## src/rtl/mux_arb_n_pkg.sv

```systemverilog
// mux_pkg: shared mode constants and index-width helper for the N:1 arbitrated mux
package mux_pkg;
   localparam logic MODE_FIXED = 1'b0;
   localparam logic MODE_RR    = 1'b1;
   function automatic int idx_w(input int n);
      return (n <= 2) ? 1 : $clog2(n);
   endfunction
endpackage

```

## src/rtl/mux_arb_n_rr_arbiter.sv

```systemverilog
// rr_arbiter: combinational round-robin pick of the first request after the last winner
module rr_arbiter import mux_pkg::*; #(
   parameter int N = 8,
   localparam int SELW = idx_w(N)
) (
   input  logic [N-1:0]    req,
   input  logic [SELW-1:0] last,
   output logic            gnt_valid,
   output logic [SELW-1:0] gnt_idx
);
   int j;
   // scan from farthest to nearest so the nearest requester after last overwrites the rest
   always_comb begin
      gnt_valid = 1'b0;
      gnt_idx   = '0;
      j         = 0;
      for (int k = N; k >= 1; k--) begin
         j = (int'(last) + k) % N;
         if (req[SELW'(j)]) begin
            gnt_valid = 1'b1;
            gnt_idx   = SELW'(j);
         end
      end
   end
endmodule

```

## src/rtl/mux_arb_n.sv

```systemverilog
// mux_arb_n: N:1 valid/ready selector with fixed or round-robin grant and one output register
module mux_arb_n import mux_pkg::*; #(
   parameter int WIDTH = 32,
   parameter int N = 8,
   localparam int SELW = idx_w(N)
) (
   input  logic                 clk,
   input  logic                 rst_n,
   input  logic [N-1:0]         in_valid,
   input  logic [N*WIDTH-1:0]   in_data,
   output logic [N-1:0]         in_ready,
   input  logic                 mode,
   input  logic [SELW-1:0]      sel,
   output logic                 out_valid,
   output logic [WIDTH-1:0]     out_data,
   output logic [SELW-1:0]      out_src,
   input  logic                 out_ready
);
   localparam int NP = 1 << SELW;
   logic [SELW-1:0]  rr_last;
   logic             rr_valid;
   logic [SELW-1:0]  rr_idx;
   logic [NP-1:0]    valid_ext;
   logic             load_en;
   logic             gnt_valid;
   logic [SELW-1:0]  gnt_idx;
   logic [WIDTH-1:0] sel_data;

   rr_arbiter #(.N(N)) u_rr (
      .req       (in_valid),
      .last      (rr_last),
      .gnt_valid (rr_valid),
      .gnt_idx   (rr_idx)
   );

   // zero-extended valids make an out-of-range fixed select read as "not valid"
   assign valid_ext = NP'(in_valid);
   assign load_en   = !out_valid || out_ready;
   assign gnt_valid = (mode == MODE_RR) ? rr_valid : valid_ext[sel];
   assign gnt_idx   = (mode == MODE_RR) ? rr_idx : sel;
   assign in_ready  = (rst_n && load_en && gnt_valid) ? (N'(1) << gnt_idx) : '0;

   // data mux for the granted channel
   always_comb begin
      sel_data = '0;
      for (int i = 0; i < N; i++)
         if (gnt_idx == SELW'(i)) sel_data = in_data[i*WIDTH +: WIDTH];
   end

   // output register and round-robin history; loads whenever the held word drains
   always_ff @(posedge clk or negedge rst_n) begin
      if (!rst_n) begin
         out_valid <= 1'b0;
         out_data  <= '0;
         out_src   <= '0;
         rr_last   <= SELW'(N - 1);
      end else if (load_en) begin
         out_valid <= gnt_valid;
         if (gnt_valid) begin
            out_data <= sel_data;
            out_src  <= gnt_idx;
            if (mode == MODE_RR) rr_last <= gnt_idx;
         end
      end
   end
endmodule

```

## config.mk

```make
export PLATFORM = sky130hd
export DESIGN_NAME = mux_arb_n
export DESIGN_NICKNAME = d
export VERILOG_FILES = /design/src/rtl/mux_arb_n_pkg.sv /design/src/rtl/mux_arb_n_rr_arbiter.sv /design/src/rtl/mux_arb_n.sv
export SDC_FILE = /design/constraint.sdc
export NUM_CORES = 1
export LEC_CHECK = 0
export ABC_AREA = 1
export ABC_CLOCK_PERIOD_IN_PS = 4000
export CORE_MARGIN = 2
export CORE_UTILIZATION = 33
export CTS_BUF_LIST = sky130_fd_sc_hd__clkbuf_4 sky130_fd_sc_hd__clkbuf_8
export CTS_CLUSTER_SIZE = 40
export DETAILED_ROUTE_END_ITERATION = 12
export PLACE_DENSITY_LB_ADDON = 0.2
export SLEW_MARGIN = 25
export SYNTH_ARGS = -nofsm -noshare
export SYNTH_HDL_FRONTEND = slang
export SYNTH_HIERARCHICAL = 1
export SYNTH_SLANG_ARGS = --single-unit
```

## constraint.sdc

```tcl
create_clock -name clk -period 4 [get_ports clk]
set_input_delay 1.2 -clock clk [delete_from_list [all_inputs] [get_ports clk]]
set_output_delay 1.2 -clock clk [all_outputs]
set_load 0.01 [all_outputs]
```

==> metrics.md <==
| Metric | Value |
|---|---|
| Global-route wire length before repair | 34,470 microns |
| Cells after DPL | approximately 1,300 |
| Nets | between 1,000 and 1,500 |
| Final period utilization | 105.7% |
| Accumulated negative setup slack | -0.9381 ns |
| Floorplan row count | 43 |
| Global route overflow | 0 |
| Core box area | 13,720 sq um |
| Post-Synth Simple-Gate Area | 58.82% |
| DP HPWL | 17,040 microns |
| CTS Root Cell | sky130_fd_sc_hd__clkbuf_8 |
| Number of warning messages in the yosys log | 6 |
| Relative max-transition margin | 61.77% |
| Worst Setup End Kind | primary output |
| Clk sinks | 39 |
| Skew final | 0.01202 ns |
| Length of the first detailed-routing pass in iterations | 4 |
| Endpoint arrival time on the critical path | 3.03 ns |
| Vias in the first global route | 6,369 |
| Hold Fails Final Rpt | 0 |
| Max-cap violations | 0 |
| Die area | 14,850 sq um |
| Post-synthesis compound-gate area fraction | under 10% |
| Average instance area after synthesis | approximately 5.7 sq um |
| Fraction of final layout cells with drive strength greater than 1 | 17.84% |
| Sequential share of the synthesized area | 21.37% |
| Clock tree from TritonCTS | done |
| Final standard cell utilization of the core | 65.00% |
| Number of instances in the synthesized netlist | approximately 800 |
| Post-route DRC violation count | 0 |
| Peak clock frequency supported by timing | 0.2366 GHz |
| Source-to-sink clock delay at the later pin of the worst-skew pair | 0.30 ns |
| CTS H-tree depth | 2 |
| Outcome | finished with violations |
| Clock-pin slew on the worst setup and hold paths | 0.08 ns |
| Number of CTS-inserted buffers | 5 |
| Post-detailed-route count of antenna-violating nets | 0 |
| Overall die width | ~120 microns |
| Total power per unit cell area | 839.4 nW/um^2 |
| Total of buffers placed on input and output ports | 314 |
| Adder and majority gate portion of the synthesized area | 0.5459% |
| Time the worst path needs with I/O delays and setup | 4.227 ns |
| Static leakage | 4.065 nW |
| Buffers from clock root to sink, at most | 2 |
| Finished Layout Cells | 1,330 |
| Crit path required time | 2.80 ns |
| Post-detailed-routing wire length | 22,970 microns |
| Maximum fanout encountered on the critical timing path | 6 |
| Vert. Die Dim | 121.9 microns |
| Routed wirelength normalized by instance count | 17.27 microns |
| Final max-slew violation count | 0 |
| Net count after synthesis | 1,075 |
| Global Route Usage Sum | ~30% |
| Worst vdd rail ir drop | 0.5806 mV |
| Setup repair after global routing missed its margin | yes |
| Routability-driven placement congestion ratio | 0.9204 |
| Number of antenna violations at the first check in global routing | 2 |
| Worst-margin pin slew | 0.5734 ns |
| Maximum number of pins on one net before global-route repair | 61 |
| Vias | 6,789 |
| Failing checks | setup timing |
| Final setup fails | 8 |
| Multiplexer share of the synthesized area | 0% |
| Number of violations reported at the end of detailed-routing iteration 0 | 438 |
| Signed area change from the synthesized netlist to the final layout | 94.51% |
| Type of the tightest min-delay check | reg2reg |
| Count of unique library cells instantiated by Yosys | 34 |
| Startpoint Class | primary input |
| Mapped cell area | about 4600 sq um |
| Parity-gate share of the synthesized area counting xor and xnor cells | 1.283% |
| Via count normalized by instance count | 5.105 |
| Post-route setup slack | -0.2265 ns |
| Combinational family with the most area after synthesis | simple AND/OR/NAND/NOR gates |
| Initial Utilization | 33.42% |
| Worst Path Class, Setup | in2out |
| Synthesized flop and latch total | 39 |
| # IOs | 315 |
-- cell families (layout without fill, tap and decap cells) --
logic type                 after synthesis  in the layout
buffers and inverters                  118            465
adders and majority gates                2              2
other                                    0              1
AOI/OAI and AO/OA                       53             53
and+or+nand+nor                        585            585
xor gates and xnor gates                 5              5
DFF                                     39             39
-- metal layers --
metal  GRT usage [%]  share of wire (%)
met5               0                  0
met4           12.21                4.5
met3           8.333                8.0
met2           49.55                 48
met1           36.92                 39
-- worst max-delay path: stages --
cell	delay, ns
sky130_fd_sc_hd__buf_8	0.10
sky130_fd_sc_hd__nand2_4	0.07
sky130_fd_sc_hd__nand3_4	0.09
sky130_fd_sc_hd__nand3_4	0.12
sky130_fd_sc_hd__nand4_1	0.13
sky130_fd_sc_hd__nand2_2	0.10
sky130_fd_sc_hd__nand2_2	0.06
sky130_fd_sc_hd__nand2_1	0.06
sky130_fd_sc_hd__nand2_1	0.05
sky130_fd_sc_hd__nand2_1	0.05
sky130_fd_sc_hd__nand2_1	0.05
sky130_fd_sc_hd__a21boi_1	0.11
sky130_fd_sc_hd__inv_1	0.07
sky130_fd_sc_hd__nand2_2	0.08
sky130_fd_sc_hd__nand2_4	0.09
sky130_fd_sc_hd__buf_6	0.14
sky130_fd_sc_hd__nor3_4	0.15
sky130_fd_sc_hd__inv_1	0.09
sky130_fd_sc_hd__nor2_2	0.08
sky130_fd_sc_hd__buf_2	0.14
-- placed cells by master (no fill, tap or decap), types with 2 or more instances in the layout --
master                            count
sky130_fd_sc_hd__nand3_4             13
sky130_fd_sc_hd__inv_8                2
sky130_fd_sc_hd__a21oi_1             36
sky130_fd_sc_hd__inv_2                6
sky130_fd_sc_hd__a21oi_2              3
sky130_fd_sc_hd__nand2_4             19
sky130_fd_sc_hd__nor2_2               4
sky130_fd_sc_hd__buf_6               13
sky130_fd_sc_hd__buf_4               68
sky130_fd_sc_hd__o21ai_1              2
sky130_fd_sc_hd__nand3_1             76
sky130_fd_sc_hd__nor2_4               3
sky130_fd_sc_hd__nand4_1             99
sky130_fd_sc_hd__dfstp_2              3
sky130_fd_sc_hd__nand3_2             17
sky130_fd_sc_hd__buf_8                4
sky130_fd_sc_hd__clkbuf_8             5
sky130_fd_sc_hd__o21bai_1             2
sky130_fd_sc_hd__buf_2                8
sky130_fd_sc_hd__o21ai_0              7
sky130_fd_sc_hd__nor2_1             135
sky130_fd_sc_hd__nor3_4               4
sky130_fd_sc_hd__nor3_2               2
sky130_fd_sc_hd__clkdlybuf4s50_1    296
sky130_fd_sc_hd__inv_6                2
sky130_fd_sc_hd__nand2_1            198
sky130_fd_sc_hd__nand2_2             15
sky130_fd_sc_hd__xnor2_2              2
sky130_fd_sc_hd__buf_12               5
sky130_fd_sc_hd__inv_1               52
sky130_fd_sc_hd__dfrtp_1             36
-- stage by stage --
step | instance area [sq um] | hold slack (ns) | total power, mW | worst slack, ns
2_1_floorplan | 4649 | 0.4762 | 4.160 | -0.03405
3_3_place_gp | 8180 | 0.4621 | 6.196 | -1.018
3_5_place_dp | 8180 | 0.4638 | 6.205 | -1.043
4_1_cts | 8788 | 0.4903 | 7.164 | -0.1582
5_1_grt | 8917 | 0.5026 | 8.110 | -0.3781
6_report | 8917 | 0.4830 | 7.485 | -0.2265
-- cells in the mapped netlist (all sizes together) --
master | number | area, sq um
a21boi | 1 | 7.510
a21oi | 39 | 198.9
a31oi | 1 | 6.260
buf | 39 | 241.5
clkbuf | 17 | 63.81
dfrtp | 36 | 900.9
dfstp | 3 | 78.83
ha | 2 | 25.02
inv | 62 | 240.2
nand2 | 232 | 888.4
nand3 | 106 | 570.6
nand4 | 99 | 619.3
nor2 | 142 | 543.0
nor3 | 6 | 75.07
o21ai | 9 | 45.04
o21bai | 2 | 15.01
o22ai | 1 | 6.260
xnor2 | 3 | 33.79
xor2 | 2 | 25.03
-- registers in the layout, indices dropped and copies added (netlist names) --
name,count
out_src,3
out_data,32
out_valid,1
rr_last,3
-- where the power goes --
group / internal (mW) / leakage, nW / switching (mW)
Sequential: 0.602 / 0.479 / 0.151
Clock: 0.188 / 0.0548 / 0.157
Combinational: 2.65 / 3.53 / 3.73
-- cell type report --
| type | count | area (sq um) |
|---|---|---|
| Sequential cell | 39 | 979.7 |
| Clock inverter | 3 | 46.29 |
| Clock buffer | 5 | 68.82 |
| Antenna cell | 1 | 2.502 |
| Fill cell | 1255 | 4802 |
| Timing Repair Buffer | 395 | 3829 |
| Multi-Input combinational cell | 645 | 3511 |
| Tap cell | 180 | 225.2 |
| Inverter | 62 | 255.2 |
-- final timing paths --
kind	slack (ns)	depth (start not counted)	endpoint	startpoint
min in group asynchronous	1.05	2	out_data[26]	rst_n
max in group asynchronous	2.58	2	rr_last[1]	rst_n
worst max-delay path	-0.23	20	in_ready[6]	in_valid[1]
worst max register to register	0.44	25	out_data[3]	rr_last[0]
worst min-delay path	0.48	2	out_data[28]	out_data[28]
worst min register to register	0.48	2	out_data[28]	out_data[28]
-- timing repair --
action | 4_1_cts | 5_1_grt
pin swaps | 43 | 21
setup endpoints to repair | 8 | 8
hold buffers | 0 | 0
resized for setup | 166 | 23
setup buffers | 15 | 7
Note: power is estimated with default switching activity, not from simulation.
